===== src/rtl/tpu_mmul_seq.sv =====
// tpu_mmul_seq: sequencer for one TPU matrix-multiply pass.
// A start pulse clears the systolic accumulator rows. The block then
// enables the A/B FIFOs and the array for the skewed fill/drain window
// and pulses done.
//
// Ports:
//   clk        rising-edge clock
//   rst_n      asynchronous active-low reset
//   start      pass request, sampled only in IDLE
//   abort      cancel, honoured in CLEAR and COMPUTE
//   host_crow  host C-row select, passed to sa_crow while IDLE
//   busy       high in CLEAR and COMPUTE
//   done       single-cycle completion pulse
//   en         shared memA/memB/systolic_array enable (COMPUTE only)
//   sa_wren    systolic_array WrEn (CLEAR only; Cin is tied to zero)
//   sa_crow    systolic_array Crow
module tpu_mmul_seq #(
    parameter int DIM  = 8,
    parameter int CNTW = $clog2(3*DIM),
    parameter int ROWW = $clog2(DIM)
) (
    input  logic            clk,
    input  logic            rst_n,
    input  logic            start,
    input  logic            abort,
    input  logic [ROWW-1:0] host_crow,
    output logic            busy,
    output logic            done,
    output logic            en,
    output logic            sa_wren,
    output logic [ROWW-1:0] sa_crow
);

    localparam logic [1:0] S_IDLE    = 2'd0;
    localparam logic [1:0] S_CLEAR   = 2'd1;
    localparam logic [1:0] S_COMPUTE = 2'd2;
    localparam logic [1:0] S_DONE    = 2'd3;

    // Last count value of each timed phase: DIM clear cycles,
    // then 3*DIM-2 compute cycles covering the skewed fill and drain.
    localparam logic [CNTW-1:0] CLR_LAST = CNTW'(DIM - 1);
    localparam logic [CNTW-1:0] CMP_LAST = CNTW'(3*DIM - 3);
    localparam logic [CNTW-1:0] CNT_ONE  = CNTW'(1);

    logic [1:0]      state_q, state_d;
    logic [CNTW-1:0] cnt_q, cnt_d;

    always_comb begin
        state_d = state_q;
        cnt_d   = cnt_q;
        unique case (state_q)
            S_IDLE: begin
                // start beats abort here; abort is meaningless in IDLE
                if (start) begin
                    state_d = S_CLEAR;
                    cnt_d   = '0;
                end
            end
            S_CLEAR: begin
                if (abort) begin
                    state_d = S_IDLE;
                    cnt_d   = '0;
                end else if (cnt_q == CLR_LAST) begin
                    state_d = S_COMPUTE;
                    cnt_d   = '0;
                end else begin
                    cnt_d = cnt_q + CNT_ONE;
                end
            end
            S_COMPUTE: begin
                if (abort) begin
                    state_d = S_IDLE;
                    cnt_d   = '0;
                end else if (cnt_q == CMP_LAST) begin
                    state_d = S_DONE;
                    cnt_d   = '0;
                end else begin
                    cnt_d = cnt_q + CNT_ONE;
                end
            end
            S_DONE: begin
                // start is dropped here, never queued
                state_d = S_IDLE;
                cnt_d   = '0;
            end
            default: begin
                state_d = S_IDLE;
                cnt_d   = '0;
            end
        endcase
    end

    always_ff @(posedge clk or negedge rst_n) begin
        if (!rst_n) begin
            state_q <= S_IDLE;
            cnt_q   <= '0;
        end else begin
            state_q <= state_d;
            cnt_q   <= cnt_d;
        end
    end

    // Moore decodes; only the IDLE row mux looks at an input.
    always_comb begin
        busy    = 1'b0;
        done    = 1'b0;
        en      = 1'b0;
        sa_wren = 1'b0;
        sa_crow = '0;
        unique case (state_q)
            S_IDLE: begin
                sa_crow = host_crow;
            end
            S_CLEAR: begin
                busy    = 1'b1;
                sa_wren = 1'b1;
                sa_crow = cnt_q[ROWW-1:0];
            end
            S_COMPUTE: begin
                busy = 1'b1;
                en   = 1'b1;
            end
            S_DONE: begin
                done = 1'b1;
            end
            default: begin
                sa_crow = '0;
            end
        endcase
    end

endmodule


===== config.mk =====
export PLATFORM = sky130hd
export DESIGN_NAME = tpu_mmul_seq
export DESIGN_NICKNAME = d
export VERILOG_FILES = /design/src/rtl/tpu_mmul_seq.sv
export SDC_FILE = /design/constraint.sdc
export NUM_CORES = 1
export LEC_CHECK = 0
export ABC_AREA = 1
export CAP_MARGIN = 0
export CORE_MARGIN = 5
export CORE_UTILIZATION = 40
export CTS_CLUSTER_SIZE = 14
export DETAILED_ROUTE_END_ITERATION = 16
export GPL_ROUTABILITY_DRIVEN = 0
export PLACE_DENSITY = 0.67
export SLEW_MARGIN = 10
export SYNTH_ARGS = -nofsm -noshare
export SYNTH_HDL_FRONTEND = slang
export SYNTH_SLANG_ARGS = --single-unit

===== constraint.sdc =====
create_clock -name clk -period 2.7 [get_ports clk]
set_clock_uncertainty 0.2 [all_clocks]
set_input_delay 0.405 -clock clk [delete_from_list [all_inputs] [get_ports clk]]
set_output_delay 0.405 -clock clk [all_outputs]
set_load 0.05 [all_outputs]

==> out/metrics.csv <==
metric,value,unit
run status,finished clean,
proportion of synthesized chip area in sequential cells,31.60,%
Core Region,1301,µm²
largest net degree at the start of global routing,8,
number of instances resized during post-cts repair,0,
I/O pin total,14,
Num Clock Sinks,7,
wire length of the first global-routing pass,1952,µm
clock transition at the register clock pins on the worst setup and hold paths after CTS,0.06,ns
cell count after synthesis,75,
clock latency of the later-clocked register in the worst-skew pair,0.27,ns
router iterations before antenna repair,4,
antenna cell count,0,
width of the die,47.23,µm
Final Net Count,107,
detail-routed via count per cell,4.607,
post-layout power,0.8239,mW
MaxCap Viol Count,0,
unrepaired setup endpoints after global routing,no,
final wirelength,1232,µm
port bufs,13,
htree depth,1,
Post-DP Area,695.7,µm²
top post-synthesis cells by area,"dfrtp_1 (32%), ha_1 (16%), nand2_1 (13%)",
biggest fanout along the worst timing path,4,
met3 GRT Util,2.299,%
ratio of final minimum period to clock period,90.90,%
post-layout util,55.48,%
detailed-route wire length per cell,11.51,µm
die area,2230,µm²
All-Layer GR Usage,13.49,%
peak supply drop,0.4943,mV
residual antenna-violating net count after detailed routing,0,
met1 track demand over resource,15.21,%
post-cts hold buffer count,0,
final number of max-transition violations,0,
combined area of all synthesized cells,554.3,µm²
leakage dissipation,0.3581,nW
total via count after detailed routing,493,
Relative slew margins,66.70,%
arrival time reported for the critical path endpoint,1.85,ns
count of unique library cells instantiated by Yosys,17,
number of standard-cell rows in the floorplan,13,
Syn Area/Cell,7.390,µm²
Worst Reg-to-Reg Cells,8,
growth of design area from synthesis to finish,30.25,%
share of layout cells above drive strength 1,17.39,%
clock tree from TritonCTS,done,
post-detail-place hpwl,971.8,µm
vertical die dimension,47.23,µm
antenna violations before repair,0,
DRC violation count after routing,0,
timing-limited maximum frequency,0.4075,GHz
count of state elements after synthesis,7,
global routing met2 resource utilization,20.86,%
Iteration-0 DRC Markers,10,
clock root buffer,clkbuf_4,
data required time of the worst path,2.10,ns
Synth warnings,0,
post-route worst hold slack,0.2027,ns
initial standard-cell utilization of the core,42.60,%
CTS Buf Count,3,
slew at the pin closest to its max-slew limit,0.4980,ns
setup violators final,0,
power density over cell area,1141,nW/µm²
top cell type by total area after synthesis,dfrtp_1,
area share of the largest cell type after synthesis,31.60,%
Worst setup SP type,flip-flop,
critical path endpoint category,output pin,
global route total overflow,0,
Post-Layout Inst Area,721.9,µm²
global routing's busiest layer,met2,
class of the worst hold path,in -> async,
time the worst path needs with I/O delays and setup,2.454,ns
buffers inserted by post-CTS timing repair,0,
Bufs on Longest Clock Path,2,
final hold viol count,0,
number of global-route vias before repair,454,
post-synthesis net count,89,
type of the worst setup path,reg -> out,
layer usage:
layer,vias up,wire length (µm)
met5,-,0
met4,0,52
met3,5,93
met2,18,498
met1,206,588
li1,264,-
placed cells by master, fill, tap and decap left out, drive strengths merged:
cell,synthesis,final
clkbuf,0,4
buf,0,3
o21ai,8,8
a21oi,3,3
clkdlybuf4s50,0,10
o21bai,1,1
ha,7,7
nand3,3,3
clkinv,1,1
nand2,22,22
xor2,1,1
dfrtp,7,7
inv,13,13
nor2,9,9
state kept, by name (all words and copies together), names as in the netlist:
| name | cells |
|---|---|
| state_q | 2 |
| cnt_q | 5 |
cell usage after synthesis:
cell      count
o21ai_2       3
nand3_1       2
a21oi_2       1
a21oi_1       2
dfrtp_1       7
inv_1        13
o21ai_0       3
nor2_4        1
clkinv_2      1
ha_1          7
nand2_2       3
nor2_1        8
o21ai_1       2
nand3_2       1
nand2_1      19
o21bai_1      1
xor2_1        1
metrics by stage:
step                TNS, ns  worst slack, ns  cells
detailed placement        0           0.5194    103
CTS                       0           0.2261    107
global route              0           0.1696    107
finish                    0           0.2457    107
floorplan           -0.3709          -0.1275     75
global placement          0           0.5443    103
final timing paths:
kind                             from         end  slack [ns]
max                        state_q[0]        busy        0.25
min                             rst_n    cnt_q[3]        0.20
max reg2reg                state_q[1]    cnt_q[0]        1.08
min reg2reg                  cnt_q[1]    cnt_q[1]        0.35
max in group asynchronous       rst_n  state_q[1]        1.85
min in group clk             cnt_q[1]    cnt_q[1]        0.35
area by class of cell:
class	instances	area (µm²)
multi-input cells	54	325.3
clock buffers	4	26.28
repair buffers	13	122.6
inverters	14	53.80
fillers	140	579.3
flip-flops and latches	7	175.2
well taps	15	18.77
critical path, cell delays in order, from the launching register on:
cell and delay (ns):
dfrtp_1 0.39, inv_1 0.10, ha_1 0.30, clkdlybuf4s50_1 0.80
logic make-up after synthesis:
family                   Yosys count  share of synthesized area [%]
AO/OA/AOI/OAI                     12                          14.00
XOR/XNOR                           1                          1.580
adder cells (fa/ha/maj)            7                          15.80
buffers and inverters             14                          9.706
flip-flops                         7                          31.60
AND/OR/NAND/NOR                   34                          27.31
where the power goes:
part / switching (mW) / internal, mW / leakage [nW] / total (mW)
combinational: 0.383 / 0.182 / 0.249 / 0.565
sequential: 0.0252 / 0.129 / 0.0943 / 0.154
clock: 0.0479 / 0.0570 / 0.0150 / 0.105
(Power assumes the default switching activity.)
